==> config.mk <==
export PLATFORM = sky130hd
export DESIGN_NAME = router_pkt_tx_flat
export DESIGN_NICKNAME = d
export VERILOG_FILES = /design/src/rtl/router_pkt_tx_pkg.sv /design/src/rtl/router_pkt_tx_if.sv /design/src/rtl/router_pkt_tx_buf.sv /design/src/rtl/router_pkt_tx.sv /design/src/flat_wrapper.sv
export SDC_FILE = /design/constraint.sdc
export NUM_CORES = 1
export LEC_CHECK = 0
export ABC_CLOCK_PERIOD_IN_PS = 7110
export BUFFER_PORTS_ARGS = -buffer_cell sky130_fd_sc_hd__buf_2
export CAP_MARGIN = 20
export CORE_AREA = 2 2 211 172
export DETAILED_ROUTE_END_ITERATION = 10
export DIE_AREA = 0 0 213 174
export GPL_TIMING_DRIVEN = 0
export PLACE_DENSITY = 0.86
export SLEW_MARGIN = 5
export SYNTH_ARGS = -nofsm -noshare
export SYNTH_HDL_FRONTEND = slang
export SYNTH_HIERARCHICAL = 1
export SYNTH_SLANG_ARGS = --single-unit
==> constraint.sdc <==
create_clock -name clock -period 7.11 [get_ports clock]
set_input_delay 0.3555 -clock clock [delete_from_list [all_inputs] [get_ports clock]]
set_output_delay 0.3555 -clock clock [all_outputs]
set_load 0.1 [all_outputs]
==> src/rtl/router_pkt_tx_pkg.sv <==
`default_nettype none
// +----------------------------------------------------------------------------+
// | Package : router_pkt_tx_pkg                                                |
// | Purpose : Shared constants, header field layout, transmitter FSM encoding  |
// |           and small helpers for the router packet transmitter.             |
// | Ports   : none (package)                                                   |
// | Rev     : 1.0  initial release                                             |
// +----------------------------------------------------------------------------+
package router_pkt_tx_pkg;

  // Destination port 3 does not exist on the 1x3 router.
  localparam logic [1:0] ADDR_ILLEGAL = 2'd3;

  // Header byte layout: {len[5:0], addr[1:0]}.
  localparam int HDR_ADDR_LSB = 0;
  localparam int HDR_ADDR_MSB = 1;
  localparam int HDR_LEN_LSB  = 2;
  localparam int HDR_LEN_MSB  = 7;

  // Largest payload the 6-bit header length field can describe.
  localparam int MAX_LEN = 63;
  localparam int IDX_W   = 6;

  typedef enum logic [2:0] {
    ST_IDLE    = 3'd0,
    ST_LOAD    = 3'd1,
    ST_HEADER  = 3'd2,
    ST_PAYLOAD = 3'd3,
    ST_PARITY  = 3'd4,
    ST_ERRWIN  = 3'd5
  } tx_state_e;

  function automatic logic [7:0] make_header(input logic [IDX_W-1:0] len,
                                             input logic [1:0]       addr);
    logic [7:0] h;
    h = '0;
    h[HDR_LEN_MSB:HDR_LEN_LSB]   = len;
    h[HDR_ADDR_MSB:HDR_ADDR_LSB] = addr;
    return h;
  endfunction

  function automatic logic start_legal(input logic [1:0]       addr,
                                       input logic [IDX_W-1:0] len);
    return (addr != ADDR_ILLEGAL) && (len != '0);
  endfunction

endpackage
`default_nettype wire

==> src/rtl/router_pkt_tx_if.sv <==
`default_nettype none
// +----------------------------------------------------------------------------+
// | Interface : router_pkt_tx_if                                               |
// | Purpose   : Bundles the host request/payload side and the router byte side |
// |             of the packet transmitter.                                     |
// | Modports  : master - the transmitter (drives data_out/pkt_valid/status)    |
// |             slave  - the environment (host + router)                       |
// | Signals   : start/addr/len/corrupt_parity  packet request                  |
// |             pl_data/pl_valid/pl_ready      payload stream                  |
// |             busy/error                     router flow control / status    |
// |             data_out/pkt_valid             router input bytes              |
// |             tx_idle/reject/done/err_flag/err_count  transmitter status     |
// | Rev       : 1.0  initial release                                           |
// +----------------------------------------------------------------------------+
interface router_pkt_tx_if;
  import router_pkt_tx_pkg::*;

  logic             start;
  logic [1:0]       addr;
  logic [IDX_W-1:0] len;
  logic             corrupt_parity;
  logic [7:0]       pl_data;
  logic             pl_valid;
  logic             pl_ready;
  logic             busy;
  logic             error;
  logic [7:0]       data_out;
  logic             pkt_valid;
  logic             tx_idle;
  logic             reject;
  logic             done;
  logic             err_flag;
  logic [7:0]       err_count;

  modport master (
    input  start, addr, len, corrupt_parity, pl_data, pl_valid, busy, error,
    output pl_ready, data_out, pkt_valid, tx_idle, reject, done, err_flag, err_count
  );

  modport slave (
    output start, addr, len, corrupt_parity, pl_data, pl_valid, busy, error,
    input  pl_ready, data_out, pkt_valid, tx_idle, reject, done, err_flag, err_count
  );

endinterface
`default_nettype wire

==> src/rtl/router_pkt_tx_buf.sv <==
`default_nettype none
// +----------------------------------------------------------------------------+
// | Module  : router_pkt_tx_buf                                                |
// | Purpose : 64x8 payload buffer, one synchronous write port and one          |
// |           combinational read port. Contents are not reset.                 |
// | Ports   : clock      in   system clock                                     |
// |           wr_en_i    in   write strobe                                     |
// |           wr_idx_i   in   write index                                      |
// |           wr_data_i  in   write byte                                       |
// |           rd_idx_i   in   read index                                       |
// |           rd_data_o  out  byte at rd_idx_i                                 |
// | Rev     : 1.0  initial release                                             |
// +----------------------------------------------------------------------------+
module router_pkt_tx_buf
  import router_pkt_tx_pkg::*;
(
  input  logic             clock,
  input  logic             wr_en_i,
  input  logic [IDX_W-1:0] wr_idx_i,
  input  logic [7:0]       wr_data_i,
  input  logic [IDX_W-1:0] rd_idx_i,
  output logic [7:0]       rd_data_o
);

  logic [7:0] mem_q [0:MAX_LEN];

  always_ff @(posedge clock) begin
    if (wr_en_i) begin
      mem_q[wr_idx_i] <= wr_data_i;
    end
  end

  assign rd_data_o = mem_q[rd_idx_i];

endmodule
`default_nettype wire

==> src/rtl/router_pkt_tx.sv <==
`default_nettype none
// +----------------------------------------------------------------------------+
// | Module  : router_pkt_tx                                                    |
// | Purpose : Router input-port traffic source. Buffers a host payload, then   |
// |           sends header {len,addr}, len payload bytes and an XOR parity     |
// |           byte, honouring router busy, then watches router error for       |
// |           ERR_WIN cycles after the parity byte is accepted.                |
// | Ports   : clock   in   system clock                                        |
// |           resetn  in   synchronous active-low reset                        |
// |           tx_if   master modport of router_pkt_tx_if (host + router side)  |
// | Rev     : 1.0  initial release                                             |
// +----------------------------------------------------------------------------+
module router_pkt_tx
  import router_pkt_tx_pkg::*;
#(
  parameter int ERR_WIN = 4
) (
  input  logic            clock,
  input  logic            resetn,
  router_pkt_tx_if.master tx_if
);

  localparam logic [3:0] WIN_LAST = 4'(ERR_WIN - 1);

  tx_state_e        state_q;
  logic [1:0]       addr_q;
  logic [IDX_W-1:0] len_q;
  logic             corrupt_q;
  logic [IDX_W-1:0] wr_idx_q;
  logic [IDX_W-1:0] rd_idx_q;
  logic [7:0]       parity_q;
  logic [3:0]       win_q;

  logic [7:0]       data_out_q;
  logic             pkt_valid_q;
  logic             pl_ready_q;
  logic             reject_q;
  logic             done_q;
  logic             err_flag_q;
  logic [7:0]       err_count_q;

  logic             buf_we_d;
  logic [7:0]       buf_rd_data_d;
  logic [7:0]       hdr_d;
  logic             err_seen_d;

  assign buf_we_d   = (state_q == ST_LOAD) && tx_if.pl_valid && pl_ready_q;
  assign hdr_d      = make_header(len_q, addr_q);
  // Error seen so far including this cycle's sample, so the final window
  // edge both updates err_flag and counts it.
  assign err_seen_d = err_flag_q | tx_if.error;

  router_pkt_tx_buf u_buf (
    .clock     (clock),
    .wr_en_i   (buf_we_d),
    .wr_idx_i  (wr_idx_q),
    .wr_data_i (tx_if.pl_data),
    .rd_idx_i  (rd_idx_q),
    .rd_data_o (buf_rd_data_d)
  );

  always_ff @(posedge clock) begin
    if (!resetn) begin
      state_q     <= ST_IDLE;
      addr_q      <= '0;
      len_q       <= '0;
      corrupt_q   <= 1'b0;
      wr_idx_q    <= '0;
      rd_idx_q    <= '0;
      parity_q    <= '0;
      win_q       <= '0;
      data_out_q  <= '0;
      pkt_valid_q <= 1'b0;
      pl_ready_q  <= 1'b0;
      reject_q    <= 1'b0;
      done_q      <= 1'b0;
      err_flag_q  <= 1'b0;
      err_count_q <= '0;
    end else begin
      reject_q <= 1'b0;
      done_q   <= 1'b0;

      case (state_q)
        ST_IDLE: begin
          if (tx_if.start) begin
            if (start_legal(tx_if.addr, tx_if.len)) begin
              addr_q     <= tx_if.addr;
              len_q      <= tx_if.len;
              corrupt_q  <= tx_if.corrupt_parity;
              wr_idx_q   <= '0;
              rd_idx_q   <= '0;
              parity_q   <= '0;
              err_flag_q <= 1'b0;
              pl_ready_q <= 1'b1;
              state_q    <= ST_LOAD;
            end else begin
              reject_q <= 1'b1;
            end
          end
        end

        ST_LOAD: begin
          if (buf_we_d) begin
            wr_idx_q <= wr_idx_q + 6'd1;
            if (wr_idx_q == len_q - 6'd1) begin
              // Last payload byte: fold the header into parity as it launches.
              parity_q    <= parity_q ^ tx_if.pl_data ^ hdr_d;
              data_out_q  <= hdr_d;
              pkt_valid_q <= 1'b1;
              pl_ready_q  <= 1'b0;
              state_q     <= ST_HEADER;
            end else begin
              parity_q <= parity_q ^ tx_if.pl_data;
            end
          end
        end

        ST_HEADER: begin
          if (!tx_if.busy) begin
            data_out_q <= buf_rd_data_d;
            rd_idx_q   <= rd_idx_q + 6'd1;
            state_q    <= ST_PAYLOAD;
          end
        end

        ST_PAYLOAD: begin
          // rd_idx_q counts payload bytes already presented; equal to len
          // means the byte on data_out is the last one.
          if (!tx_if.busy) begin
            if (rd_idx_q == len_q) begin
              data_out_q  <= parity_q ^ {7'b0, corrupt_q};
              pkt_valid_q <= 1'b0;
              state_q     <= ST_PARITY;
            end else begin
              data_out_q <= buf_rd_data_d;
              rd_idx_q   <= rd_idx_q + 6'd1;
            end
          end
        end

        ST_PARITY: begin
          if (!tx_if.busy) begin
            win_q   <= '0;
            state_q <= ST_ERRWIN;
          end
        end

        ST_ERRWIN: begin
          err_flag_q <= err_seen_d;
          if (win_q == WIN_LAST) begin
            done_q  <= 1'b1;
            state_q <= ST_IDLE;
            if (err_seen_d && (err_count_q != 8'hFF)) begin
              err_count_q <= err_count_q + 8'd1;
            end
          end else begin
            win_q <= win_q + 4'd1;
          end
        end

        default: state_q <= ST_IDLE;
      endcase
    end
  end

  assign tx_if.data_out  = data_out_q;
  assign tx_if.pkt_valid = pkt_valid_q;
  assign tx_if.pl_ready  = pl_ready_q;
  assign tx_if.tx_idle   = (state_q == ST_IDLE);
  assign tx_if.reject    = reject_q;
  assign tx_if.done      = done_q;
  assign tx_if.err_flag  = err_flag_q;
  assign tx_if.err_count = err_count_q;

endmodule
`default_nettype wire
==> src/flat_wrapper.sv <==
// flat-port wrapper written by rule: the top's interface ports become plain ports
module router_pkt_tx_flat import router_pkt_tx_pkg::*;
#(
  parameter int ERR_WIN = 4
)
  (clock, resetn, tx_if_start, tx_if_addr, tx_if_len, tx_if_corrupt_parity, tx_if_pl_data, tx_if_pl_valid, tx_if_busy, tx_if_error, tx_if_pl_ready, tx_if_data_out, tx_if_pkt_valid, tx_if_tx_idle, tx_if_reject, tx_if_done, tx_if_err_flag, tx_if_err_count);
  router_pkt_tx_if tx_if_i ();
  input  logic clock;
  input  logic resetn;
  input wire logic [$bits(tx_if_i.start)-1:0] tx_if_start;
  input wire logic [$bits(tx_if_i.addr)-1:0] tx_if_addr;
  input wire logic [$bits(tx_if_i.len)-1:0] tx_if_len;
  input wire logic [$bits(tx_if_i.corrupt_parity)-1:0] tx_if_corrupt_parity;
  input wire logic [$bits(tx_if_i.pl_data)-1:0] tx_if_pl_data;
  input wire logic [$bits(tx_if_i.pl_valid)-1:0] tx_if_pl_valid;
  input wire logic [$bits(tx_if_i.busy)-1:0] tx_if_busy;
  input wire logic [$bits(tx_if_i.error)-1:0] tx_if_error;
  output wire logic [$bits(tx_if_i.pl_ready)-1:0] tx_if_pl_ready;
  output wire logic [$bits(tx_if_i.data_out)-1:0] tx_if_data_out;
  output wire logic [$bits(tx_if_i.pkt_valid)-1:0] tx_if_pkt_valid;
  output wire logic [$bits(tx_if_i.tx_idle)-1:0] tx_if_tx_idle;
  output wire logic [$bits(tx_if_i.reject)-1:0] tx_if_reject;
  output wire logic [$bits(tx_if_i.done)-1:0] tx_if_done;
  output wire logic [$bits(tx_if_i.err_flag)-1:0] tx_if_err_flag;
  output wire logic [$bits(tx_if_i.err_count)-1:0] tx_if_err_count;
  assign tx_if_i.start = tx_if_start;
  assign tx_if_i.addr = tx_if_addr;
  assign tx_if_i.len = tx_if_len;
  assign tx_if_i.corrupt_parity = tx_if_corrupt_parity;
  assign tx_if_i.pl_data = tx_if_pl_data;
  assign tx_if_i.pl_valid = tx_if_pl_valid;
  assign tx_if_i.busy = tx_if_busy;
  assign tx_if_i.error = tx_if_error;
  assign tx_if_pl_ready = tx_if_i.pl_ready;
  assign tx_if_data_out = tx_if_i.data_out;
  assign tx_if_pkt_valid = tx_if_i.pkt_valid;
  assign tx_if_tx_idle = tx_if_i.tx_idle;
  assign tx_if_reject = tx_if_i.reject;
  assign tx_if_done = tx_if_i.done;
  assign tx_if_err_flag = tx_if_i.err_flag;
  assign tx_if_err_count = tx_if_i.err_count;
  router_pkt_tx #(.ERR_WIN(ERR_WIN)) u_core (.clock(clock), .resetn(resetn), .tx_if(tx_if_i));
endmodule
==> impl_metrics.toml <==
[timing]
slew_headroom_pct = 18.7
worstMarginPinSlew_ns = 1.22
setup_slack_ns = 3.20
slew_viol_final = 0
finalCritPeriodShare_pct = 55.0
timing.final.crit_period_ns = 3.91
fin_skew_ns = 0.0271
rsz0062_at_grt = "no"
fmax_mhz = 256
fin_setup_tns_ns = 0
finalSetupViolations = 0
hold_viol = 0

[global_route]
gr-total-overflow = 0
grt_use_total_pct = 33.5
grt_max_degree = 67
grt_first_pass_wirelength_um = 88500
antenna_found_initial = 0
grt_pass1_vias = 13550

[pwr]
switching_power_mw = 1.32
power_mw = 6.35
p_leak_nw = 8.01
power.density_nw_per_um2 = 248
combPwrFrac_pct = 2.5
ir_drop_mv = 0.363
switching_share_pct = 20.8
seqPwrFrac_pct = 57.4
pwr-share-clk_pct = 40.1
intPower_mw = 5.03

[synth]
synth_edf_count = 512
synth_top_cell_area_share_pct = 66.5
yosys_warnings = 6
async_flop_share_pct = 0
ys_seq_elements = 569
ys_types = 74
ys_top_cells_by_area = "edfxtp_1 66%, mux4_2 12%, dfxtp_1 4.9%"
synthFlopType = "edfxtp_1"
ys_seq_area_share_pct = 71.4
synth_cells = 1315
syn_nets = 1343
syn_avg_cell_area_um2 = 17.6
netlist_area_um2 = 23100
yosysTopAreaCell = "edfxtp_1"

[detailed_routing]
wl_met1_um = 21500
maxUsedRoutingLayer = "met4"
routedWlPerCell_um = 31.6
drt_iter0_drc = 2461
dr_wl_met2_um = 28400
drt_pass1_iterations = 6
routed_wl_um = 61400
vias = 13986
ant_nets = 0
drc = 0
viasPerCell = 7.20
route.met3.wl_um = 8640

[die]
coreArea_um2 = 35100
die-area_um2 = 37100
start_util_pct = 65.8
die_h_um = 174
pin_count = 45
fp.dieW_um = 213
row_count = 62

[layout]
layoutNonFillerInstCount = 1943
drive_above_1_share_pct = 20.8
diodes = 0
area_delta_synth_final_pct = 10.9
num-nets-final = 1453

[worst_setup_path]
path_class = "reg2reg"
required_ns = 7.56
rrSetupSlack_ns = 3.20
worstPathMaxFanout = 10
end_kind = "register"
arrival_ns = 4.36
r2r-end = "u_core/tx_if.data_out[0]$_SDFFE_PN0P_"
crit_path_start_kind = "register"
r2r_start = "u_core/rd_idx_q[1]$_SDFFE_PN0P_"
r2r_cells = 11

[place]
dpl.hpwl_um = 37400
dp_slack_ns = 3.52
port_buffers = 44
dp.cells = 1845
globalplace.congestion = 0.951

[cts]
hold_buffers = 0
cts_tree = "done"
postCtsSetupRepairBufs = 0
clk-insertion-delay-late_ns = 0.60
cts-root-buf = "clkbuf_16"
cts-resized-gates = 0
clock-sinks = 569
h-tree-depth = 2
clockBufferDepth = 3
cts_buffers = 50
clk_pin_slew_worst_paths_ns = 0.07

[worst_hold_path]
holdPathStages = 3
hold_start = "tx_if_addr[1]"
hold_path_class = "in2reg"
worstHoldEndpoint = "u_core/addr_q[1]$_SDFFE_PN0P_"

[status]
status = "finished, final reports clean"

[job]
maxCapViolCount = 0
## cell type report
class	instances	area (um2)
flip-flops and latches	569	16500
plain buffers	74	443
repair buffers	58	418
fillers	1944	9490
clock inverters	21	113
well taps	480	601
multi-input cells	661	6150
clock buffers	69	1370
inverters	11	41.3
## layout by cell type (no fill, tap or decap), types with 6 or more instances in the layout
cell,instances
and3_1,6
buf_4,7
buf_6,11
mux2_2,6
o31ai_1,11
mux2i_1,37
buf_12,10
xor2_1,20
a21oi_1,25
nand4_1,13
nor3_1,16
buf_2,66
nor2b_1,14
clkbuf_1,47
o22ai_1,18
clkbuf_16,51
nand3_1,37
dfxtp_1,57
inv_1,10
xnor2_1,10
a22oi_1,18
nand2b_1,14
and2_1,7
clkinv_2,7
o221ai_1,11
clkinv_1,12
o21ai_0,6
nand2_1,47
a31oi_1,14
nor2_1,118
edfxtp_1,512
mux4_2,119
## critical path, cell delays in order, from the launching register on
cell	delay, ns
dfxtp_1	0.43
buf_2	0.33
buf_4	0.29
clkbuf_1	0.90
mux4_2	0.46
a22oi_1	0.34
nand2_1	0.16
a221o_1	0.42
nand2_1	0.08
nor2_1	0.04
a221oi_1	0.21
o31ai_1	0.09
## power by group through the flow
| stage | Clock (mW) | Sequential [mW] | Combinational (mW) |
|---|---|---|---|
| 5_1_grt | 2.68 | 3.65 | 0.168 |
| 6_report | 2.55 | 3.65 | 0.157 |
| 4_1_cts | 2.56 | 3.65 | 0.143 |
| 2_1_floorplan | 0 | 3.72 | 0.0643 |
| 3_3_place_gp | 0 | 3.72 | 0.135 |
| 3_5_place_dp | 0 | 3.72 | 0.143 |
## registers in the layout (all words and copies together) (netlist names)
name                    cells
u_core/tx_if.reject         1
u_core/state_q              3
u_core/addr_q               2
u_core/tx_if.pkt_valid      1
u_core/wr_idx_q             6
u_core/rd_idx_q             6
u_core/tx_if.done           1
u_core/tx_if.pl_ready       1
u_core/win_q                4
u_core/len_q                6
u_core/tx_if.err_count      8
u_core/corrupt_q            1
u_core/tx_if.err_flag       1
u_core/tx_if.data_out       8
u_core/parity_q             8
u_core/u_buf/mem_q        512
## synthesized netlist by cell type, drive strengths merged (14+ instances only)
cell type / n
a21oi: 25
a22oi: 18
a31oi: 16
buf: 42
clkbuf: 32
dfxtp: 57
edfxtp: 512
mux2i: 37
mux4: 119
nand2: 48
nand2b: 14
nand3: 37
nor2: 118
nor2b: 15
nor3: 19
o22ai: 18
xor2: 20
## routing by layer
metal | track usage (%) | vias to the layer above
li1 | - | 5513
met1 | 47.3 | 6949
met2 | 50.2 | 1267
met3 | 9.43 | 257
met4 | 13.9 | 0
met5 | 0 | -
## worst max-delay path by stage
stage          cells after the start                                    end                          startpoint  slack [ns]
4_1_cts                           11  u_core/tx_if.data_out[0]$_SDFFE_PN0P_     u_core/rd_idx_q[1]$_SDFFE_PN0P_        3.38
3_3_place_gp                      11  u_core/tx_if.data_out[0]$_SDFFE_PN0P_     u_core/rd_idx_q[1]$_SDFFE_PN0P_        3.61
5_1_grt                           11  u_core/tx_if.data_out[0]$_SDFFE_PN0P_     u_core/rd_idx_q[1]$_SDFFE_PN0P_        3.15
6_report                          11  u_core/tx_if.data_out[0]$_SDFFE_PN0P_     u_core/rd_idx_q[1]$_SDFFE_PN0P_        3.20
3_5_place_dp                      11  u_core/tx_if.data_out[0]$_SDFFE_PN0P_     u_core/rd_idx_q[1]$_SDFFE_PN0P_        3.52
2_1_floorplan                      5    u_core/u_buf/mem_q[42][0]$_DFFE_PP_  u_core/tx_if.pl_ready$_SDFFE_PN0P_        4.02
## cells by family after synthesis
kind of cell	after synthesis	synth area share [%]
fa+ha+maj	5	0.270
xor+xnor	30	1.14
compound gates	151	4.91
simple gates	313	6.73
flops	569	71.4
mux	162	13.5
buf+inv	85	2.09
## through the flow
step / hold WS [ns] / area [um2] / util (%)
after floorplan: 0.439 / 23100 / -
after global placement: 0.458 / 24000 / 68.2
after detailed placement: 0.465 / 24000 / 68.3
after CTS: 0.0159 / 25500 / 72.5
after global routing: 0.0485 / 25600 / 73.0
final: 0.0275 / 25600 / 73.0
(Power assumes the default switching activity.)
